==> config.mk <==
export PLATFORM = sky130hd
export DESIGN_NAME = uart_rx_if
export DESIGN_NICKNAME = d
export VERILOG_FILES = /design/src/rtl/uart_rx_if.sv
export SDC_FILE = /design/constraint.sdc
export NUM_CORES = 1
export LEC_CHECK = 0
export ABC_AREA = 1
export CAP_MARGIN = 20
export CORE_ASPECT_RATIO = 1.25
export CORE_MARGIN = 2
export CORE_UTILIZATION = 56
export CTS_CLUSTER_SIZE = 30
export DETAILED_ROUTE_END_ITERATION = 6
export GPL_TIMING_DRIVEN = 0
export PLACE_DENSITY = 0.75
export SLEW_MARGIN = 20
export SYNTH_ARGS = -nofsm -noshare
export SYNTH_HDL_FRONTEND = slang
export SYNTH_SLANG_ARGS = --single-unit
==> constraint.sdc <==
create_clock -name clk -period 1.53 [get_ports clk]
set_input_delay 0.2295 -clock clk [delete_from_list [all_inputs] [get_ports clk]]
set_output_delay 0.2295 -clock clk [all_outputs]
set_load 0.01 [all_outputs]
==> src/rtl/uart_rx_if.sv <==
// uart_rx_if: 8N1 UART receiver with a one-entry valid/ready holding register.
// The frame FSM never stalls; when the holding register is full, a new byte is dropped and overrun pulses.
module uart_rx_if #(
    parameter int CLKS_PER_BIT = 434
) (
    input  logic       clk,
    input  logic       rst,
    input  logic       rxd,
    output logic [7:0] uart_rx,
    output logic       uart_valid,
    input  logic       uart_ready,
    output logic       frame_err,
    output logic       overrun
);
    localparam int CW = $clog2(CLKS_PER_BIT);
    localparam logic [CW-1:0] HALF = CW'(CLKS_PER_BIT / 2 - 1);
    localparam logic [CW-1:0] FULL = CW'(CLKS_PER_BIT - 1);

    typedef enum logic [2:0] {IDLE, START, DATA, STOP, BREAK} state_t;

    state_t        r_state, w_state_n;
    logic          r_sync1, r_sync2;
    logic [CW-1:0] r_cnt, w_cnt_n;
    logic [2:0]    r_idx, w_idx_n;
    logic [7:0]    r_shift, w_shift_n;
    logic          w_deliver, w_ferr, w_load, w_drop;

    always_comb begin
        w_state_n = r_state;
        w_cnt_n   = r_cnt + 1'b1;
        w_idx_n   = r_idx;
        w_shift_n = r_shift;
        w_deliver = 1'b0;
        w_ferr    = 1'b0;
        case (r_state)
            IDLE: begin
                w_cnt_n = '0;
                if (!r_sync2) w_state_n = START;
            end
            START: if (r_cnt == HALF) begin
                w_cnt_n   = '0;
                w_idx_n   = '0;
                w_state_n = r_sync2 ? IDLE : DATA;
            end
            DATA: if (r_cnt == FULL) begin
                w_cnt_n   = '0;
                w_shift_n = {r_sync2, r_shift[7:1]};
                w_idx_n   = r_idx + 1'b1;
                if (r_idx == 3'd7) w_state_n = STOP;
            end
            STOP: if (r_cnt == FULL) begin
                w_cnt_n   = '0;
                w_deliver = r_sync2;
                w_ferr    = ~r_sync2;
                w_state_n = r_sync2 ? IDLE : BREAK;
            end
            BREAK: begin
                w_cnt_n = '0;
                if (r_sync2) w_state_n = IDLE;
            end
            default: w_state_n = IDLE;
        endcase
        // The slot is free if it is empty now or is being handed over on this same edge.
        w_load = w_deliver & (~uart_valid | uart_ready);
        w_drop = w_deliver & ~w_load;
    end

    always_ff @(posedge clk) begin
        if (rst) begin
            r_sync1    <= 1'b1;
            r_sync2    <= 1'b1;
            r_state    <= IDLE;
            r_cnt      <= '0;
            r_idx      <= '0;
            r_shift    <= '0;
            uart_rx    <= 8'h00;
            uart_valid <= 1'b0;
            frame_err  <= 1'b0;
            overrun    <= 1'b0;
        end else begin
            r_sync1   <= rxd;
            r_sync2   <= r_sync1;
            r_state   <= w_state_n;
            r_cnt     <= w_cnt_n;
            r_idx     <= w_idx_n;
            r_shift   <= w_shift_n;
            frame_err <= w_ferr;
            overrun   <= w_drop;
            if (w_load) begin
                uart_rx    <= r_shift;
                uart_valid <= 1'b1;
            end else if (uart_ready) begin
                uart_valid <= 1'b0;
            end
        end
    end
endmodule
==> flow_summary.toml, run 1 <==
[critical_path]
cp_cell_sequence = "clkdlybuf4s50_1"
slowest_delay_ps = 540
startpoint_type = "flip-flop"
crit_fanout = 2
end_kind = "primary output"
cp_data_arrival_time_ps = 1240
cp_num_buf_inv = 1
slowest_stage = "clkdlybuf4s50_1"
critPathKind = "reg2out"
required_ps = 1300
cp_top_family = "buffers and inverters"

[synthesis]
synthMuxAreaShare_pct = 0
ys_warn_count = 0
ys_ff_latch = 36
synth-simple-area-share_pct = 38.4
synth_adder_area_share_pct = 3.68
netlist.area_leader.share_pct = 42.4
synthCells = 235
synth-compound-area-share_pct = 5.60
synth_top_family_by_area = "simple AND/OR/NAND/NOR gates"
synth_most_common_cell = "nand2_1"
synthArstFlopShare_pct = 0
synth_edf_count = 0
yosysUniqueCellTypes = 31
syn-num-nets = 244
yosysSeqAreaShare_pct = 42.4
synth_flop_cell = "dfxtp_1"
synthesis.area_mm2 = 0.00170
synth_xor_area_share_pct = 1.03
synthTopCellsByArea = "dfxtp_1, nand2_1, nor2_1"
avgSynthCellArea_um2 = 7.23
synth_common_cells = "nand2_1, nor2_1, dfxtp_1, inv_1, nand3_1"
yosys.area.top_type = "dfxtp_1"

[route]
wl_per_cell_um = 11.3
drt_pass1_iterations = 4
drt_iter0_markers = 56
via_count = 1485
drc = 0
finalWirelength_um = 3370
viasPerCell = 5.00
drtAntennaViolNets = 0

[clock_tree]
clockBufferDepth = 2
clock_latency_ps = 340
cts_buffers = 5
cts_sinks = 36
h-tree-depth = 2
clk_pin_slew_worst_paths_ps = 100
cts_hold_buf = 0
cts_root_buffer = "clkbuf_4"
cts_tree = "yes"

[grt]
grt_pass1_vias = 1364
track_usage_pct = 22.9
antenna_found_initial = 0
grt_max_degree = 11
grt_pass1_wl_um = 5750
overflow = 0

[cells_and_area]
syn2layout_area_growth_pct = 19.5
fin_nets = 270
utilization_pct = 69.5
stdcell_area_mm2 = 0.00203
diodes = 0
drive_above_1_share_pct = 17.6

[sta]
fin_setup_tns_ps = 0
skew_ps = 9.09
rsz0062_at_grt = "true"
hold_violations = 0
holdWs_ps = 416
fmax_ghz = 0.683
period_minus_slack_ps = 1460
finalSetupViolations = 0
tightest_slew_ps = 439
slew_headroom_pct = 70.7
fin_crit_sh_pct = 95.7
drv_slew = 0

[floorplan]
die_area_mm2 = 0.00349
ioPinCount = 15
coreArea_mm2 = 0.00292
start_util_pct = 58.2
row_count = 22
die_w_um = 53.3
die_h_um = 65.6

[placed_design]
gp_congestion = 0.863
dp_hpwl_um = 2280
io_buffers = 14
place_area_mm2 = 0.00188

[outcome]
status = "complete, no violations"

[pwr]
power_density_mw_per_mm2 = 1210
ir_worst_vdd_mv = 1.18
leakagePower_nw = 0.972

[flow_run]
drv_cap = 0

[min_path]
hp-class = "reg2reg"
-- worst paths after layout --
check	slack, ps	end	cells after the start	from
worst max-delay path	70	uart_rx[5]	1	uart_rx[5]$_SDFFE_PP0P_
worst max register to register	90	r_state[0]$_SDFFE_PP0P_	10	r_cnt[1]$_SDFF_PP0_
worst min register to register	420	r_sync2$_SDFF_PP1_	1	r_sync1$_SDFF_PP1_
worst min-delay path	420	r_sync2$_SDFF_PP1_	1	r_sync1$_SDFF_PP1_
-- sequential cells by signal, indices dropped and copies added, names as in the netlist --
signal      count
r_cnt           9
r_shift         8
uart_rx         8
r_idx           3
r_state         3
frame_err       1
overrun         1
r_sync1         1
r_sync2         1
uart_valid      1
-- through the flow --
stage	total power [mW]	std cells	setup slack, ps
4_1_cts	2.41	294	18.7
3_5_place_dp	1.84	285	-172
2_1_floorplan	1.70	235	173
5_1_grt	2.64	297	-27.5
6_report	2.46	297	65.3
3_3_place_gp	1.83	285	-141
-- cells in the final DEF, fill, tap and decap left out, types with 2 or more instances in the layout --
cell / Yosys / final
nand4_1: 2 / 2
nand3_2: 2 / 2
nand3_1: 16 / 16
nor2_4: 3 / 3
dfxtp_1: 36 / 34
dfxtp_2: 0 / 2
buf_6: 1 / 2
or2_2: 3 / 3
nor2_1: 45 / 44
nor2_2: 1 / 2
o21bai_1: 2 / 2
clkbuf_4: 0 / 5
inv_1: 25 / 24
nand2_2: 7 / 7
nor4_1: 2 / 2
nand2_4: 1 / 2
nand2_1: 54 / 53
a21oi_1: 11 / 11
clkbuf_8: 0 / 2
inv_2: 5 / 6
buf_2: 2 / 2
ha_1: 5 / 5
clkdlybuf4s50_1: 0 / 13
buf_4: 0 / 3
-- kinds of logic (layout without fill, tap and decap cells) --
group / count (synthesis) / in the layout
simple gates: 140 / 140
flops: 36 / 36
buf+inv: 36 / 62
compound gates: 16 / 16
fa+ha+maj: 5 / 5
xor+xnor: 2 / 2
-- timing repair --
action	4_1_cts	5_1_grt
gates resized for setup	5	6
setup endpoints to repair	11	19
pin swaps	2	1
cloned	1	0
endpoints found under the hold margin	0	0
setup buffers	1	3
-- power breakdown --
group          total (mW)  internal [mW]  switching (mW)
sequential           1.11           1.02          0.0918
combinational       0.779          0.265           0.514
clock               0.564          0.260           0.303
total                2.46           1.55           0.909
-- per-layer routing --
layer / vias up / share of wire [%] / GRT usage [%]
met2: 27 / 53 / 40.7
li1: 779 / - / -
met5: - / 0 / 0
met3: 7 / 4.2 / 6.82
met4: 0 / 2.2 / 10.6
met1: 672 / 41 / 23.7
-- area by class of cell --
cell class                 instances  area (um2)
multi-input combinational        163         846
inverter                          32         128
clock buffer                       7        65.1
sequential                        36         723
tap                               36        45.0
fill                             260         890
timing repair buffer              19         196
buffer                             4        25.0
Power figures use the tool's default switching activity.
==> run 2: changes to the inputs <==
clock period = 1.5 ns   (was 1.53 ns; I/O delays follow)
==> run 2 against run 1 <==
Global-route usage increased by 0.66 points. Critical path depth stayed put. Sequential share of layout area down 1.4 points. Routed wire length is 5.4% higher. Largest cell class unchanged. Cell count grew 1.7%. Worst hold slack lost 0.64 ps. Sequential power is essentially flat. Flip-flop and latch count unchanged. Power up 6.8%.
==> flow_summary.toml, run 2 (synthesis gave the netlist of run 1 again) <==
[outcome]
status = "complete, no violations"

[clock_tree]
cts_tree = "yes"
cts_sinks = 36
cts_hold_buf = 0
h-tree-depth = 2
clockBufferDepth = 2
cts_buffers = 5
cts_root_buffer = "clkbuf_4"
clock_latency_ps = 350
clk_pin_slew_worst_paths_ps = 100

[route]
drt_pass1_iterations = 4
via_count = 1512
viasPerCell = 5.01
drt_iter0_markers = 63
wl_per_cell_um = 11.8
drtAntennaViolNets = 0
finalWirelength_um = 3550
drc = 0

[critical_path]
critPathKind = "reg2out"
startpoint_type = "flip-flop"
end_kind = "primary output"
cp_top_family = "buffers and inverters"
cp_cell_sequence = "clkdlybuf4s50_1"
crit_fanout = 2
cp_num_buf_inv = 1
slowest_stage = "clkdlybuf4s50_1"
cp_data_arrival_time_ps = 1210
required_ps = 1270
slowest_delay_ps = 530

[cells_and_area]
utilization_pct = 72.4
final_cell_mix = "nand2_1, nor2_1, dfxtp_1"
diodes = 0
max_flop_register = "r_cnt"
fill_cells = 240
final_common_cell = "nand2_1"
fin_nets = 275
top_regs = "r_cnt (9), r_shift (8), uart_rx (8)"
largest_reg_flops = 9
drive_above_1_share_pct = 21.1
syn2layout_area_growth_pct = 24.4
finalNonFillerCells = 302

[sta]
fin_setup_tns_ps = 0
period_minus_slack_ps = 1440
skew_ps = 6.75
rsz0062_at_grt = "true"
drv_slew = 0
finalSetupViolations = 0
holdWs_ps = 415
fmax_ghz = 0.695
tightest_slew_ps = 439
fin_crit_sh_pct = 95.9
hold_violations = 0
slew_headroom_pct = 70.7

[pwr]
power_mw = 2.62
ir_worst_vdd_mv = 1.23
power.share.clock_pct = 22.0
power_frac_seq_pct = 43.7
intPower_mw = 1.65
leakagePower_nw = 1.11
combPwrFrac_pct = 34.3
power_density_mw_per_mm2 = 1240
p_sw_share_pct = 37.2
power_switching_mw = 0.976

[floorplan]
die_h_um = 65.6
coreArea_mm2 = 0.00292
ioPinCount = 15
start_util_pct = 58.2
row_count = 22
die_w_um = 53.3
die_area_mm2 = 0.00349

[grt]
overflow = 0
antenna_found_initial = 0
track_usage_pct = 23.5
grt_pass1_vias = 1378
grt_pass1_wl_um = 5910
grt_max_degree = 11

[placed_design]
dp_hpwl_um = 2280
io_buffers = 14
dp_cells = 285
gp_congestion = 0.863

[flow_run]
drv_cap = 0

[min_path]
hp-class = "reg2reg"
run 2: cell types whose count changed in the layout (fill, tap and decap cells not counted), sizes merged:
cell / before / now
buf: 8 / 13
clkdlybuf4s50: 13 / 7
dlymetal6s2s: 1 / 7
run 2: worst register-to-register path: cells and delay by family (launching register included):
| family | cells | cell delay (ps) |
|---|---|---|
| flops | 1 | 340 |
| buf+inv | 1 | 80 |
| simple gates | 7 | 780 |
| fa+ha+maj | 1 | 130 |
run 2: area by class of cell:
class | count | area, um2 | share of cell area, %
Clock buffer | 7 | 65.1 | 3.08
Tap cell | 36 | 45.0 | 2.13
Inverter | 32 | 128 | 6.04
Multi-Input combinational cell | 163 | 876 | 41.5
Buffer | 4 | 25.0 | 1.18
Timing Repair Buffer | 24 | 249 | 11.8
Sequential cell | 36 | 724 | 34.3
run 2: power groups by stage:
stage | clock (mW) | sequential, mW | combinational, mW
finish | 0.577 | 1.14 | 0.900
detailed placement | 0 | 1.15 | 0.731
global route | 0.634 | 1.15 | 1.01
floorplan | 0 | 1.13 | 0.600
global placement | 0 | 1.15 | 0.720
CTS | 0.588 | 1.13 | 0.779
run 2: path summary, 6_finish.rpt:
kind	start	endpoint	slack (ps)	depth (start not counted)
setup / recovery	uart_rx[6]$_SDFFE_PP0P_	uart_rx[6]	60	1
hold / removal	r_sync1$_SDFF_PP1_	r_sync2$_SDFF_PP1_	420	1
setup reg to reg	r_cnt[1]$_SDFF_PP0_	r_idx[1]$_SDFFE_PP0P_	70	9
hold reg to reg	r_sync1$_SDFF_PP1_	r_sync2$_SDFF_PP1_	420	1
run 2: repair_timing:
| action | 4_1_cts | 5_1_grt |
|---|---|---|
| setup endpoints to repair | 16 | 27 |
| pin swaps | 3 | 3 |
| gates resized for setup | 6 | 19 |
| setup buffers | 3 | 6 |
| cloned | 1 | 0 |
run 2: layer usage:
metal | part of all wire [%] | vias up | wire length [um] | track usage, %
li1 | - | 790 | - | -
met1 | 41 | 691 | 1440 | 24.4
met2 | 53 | 23 | 1890 | 42.1
met3 | 3.4 | 8 | 120 | 6.82
met4 | 2.6 | 0 | 94 | 10.6
met5 | 0 | - | 0 | 0
run 2: per-stage QoR:
stage / instance area (um2) / setup slack, ps
after CTS: 2000 / 5.97
after global placement: 1880 / -166
after global routing: 2110 / -26.8
after floorplan: 1700 / 143
final: 2110 / 61.0
after detailed placement: 1880 / -197
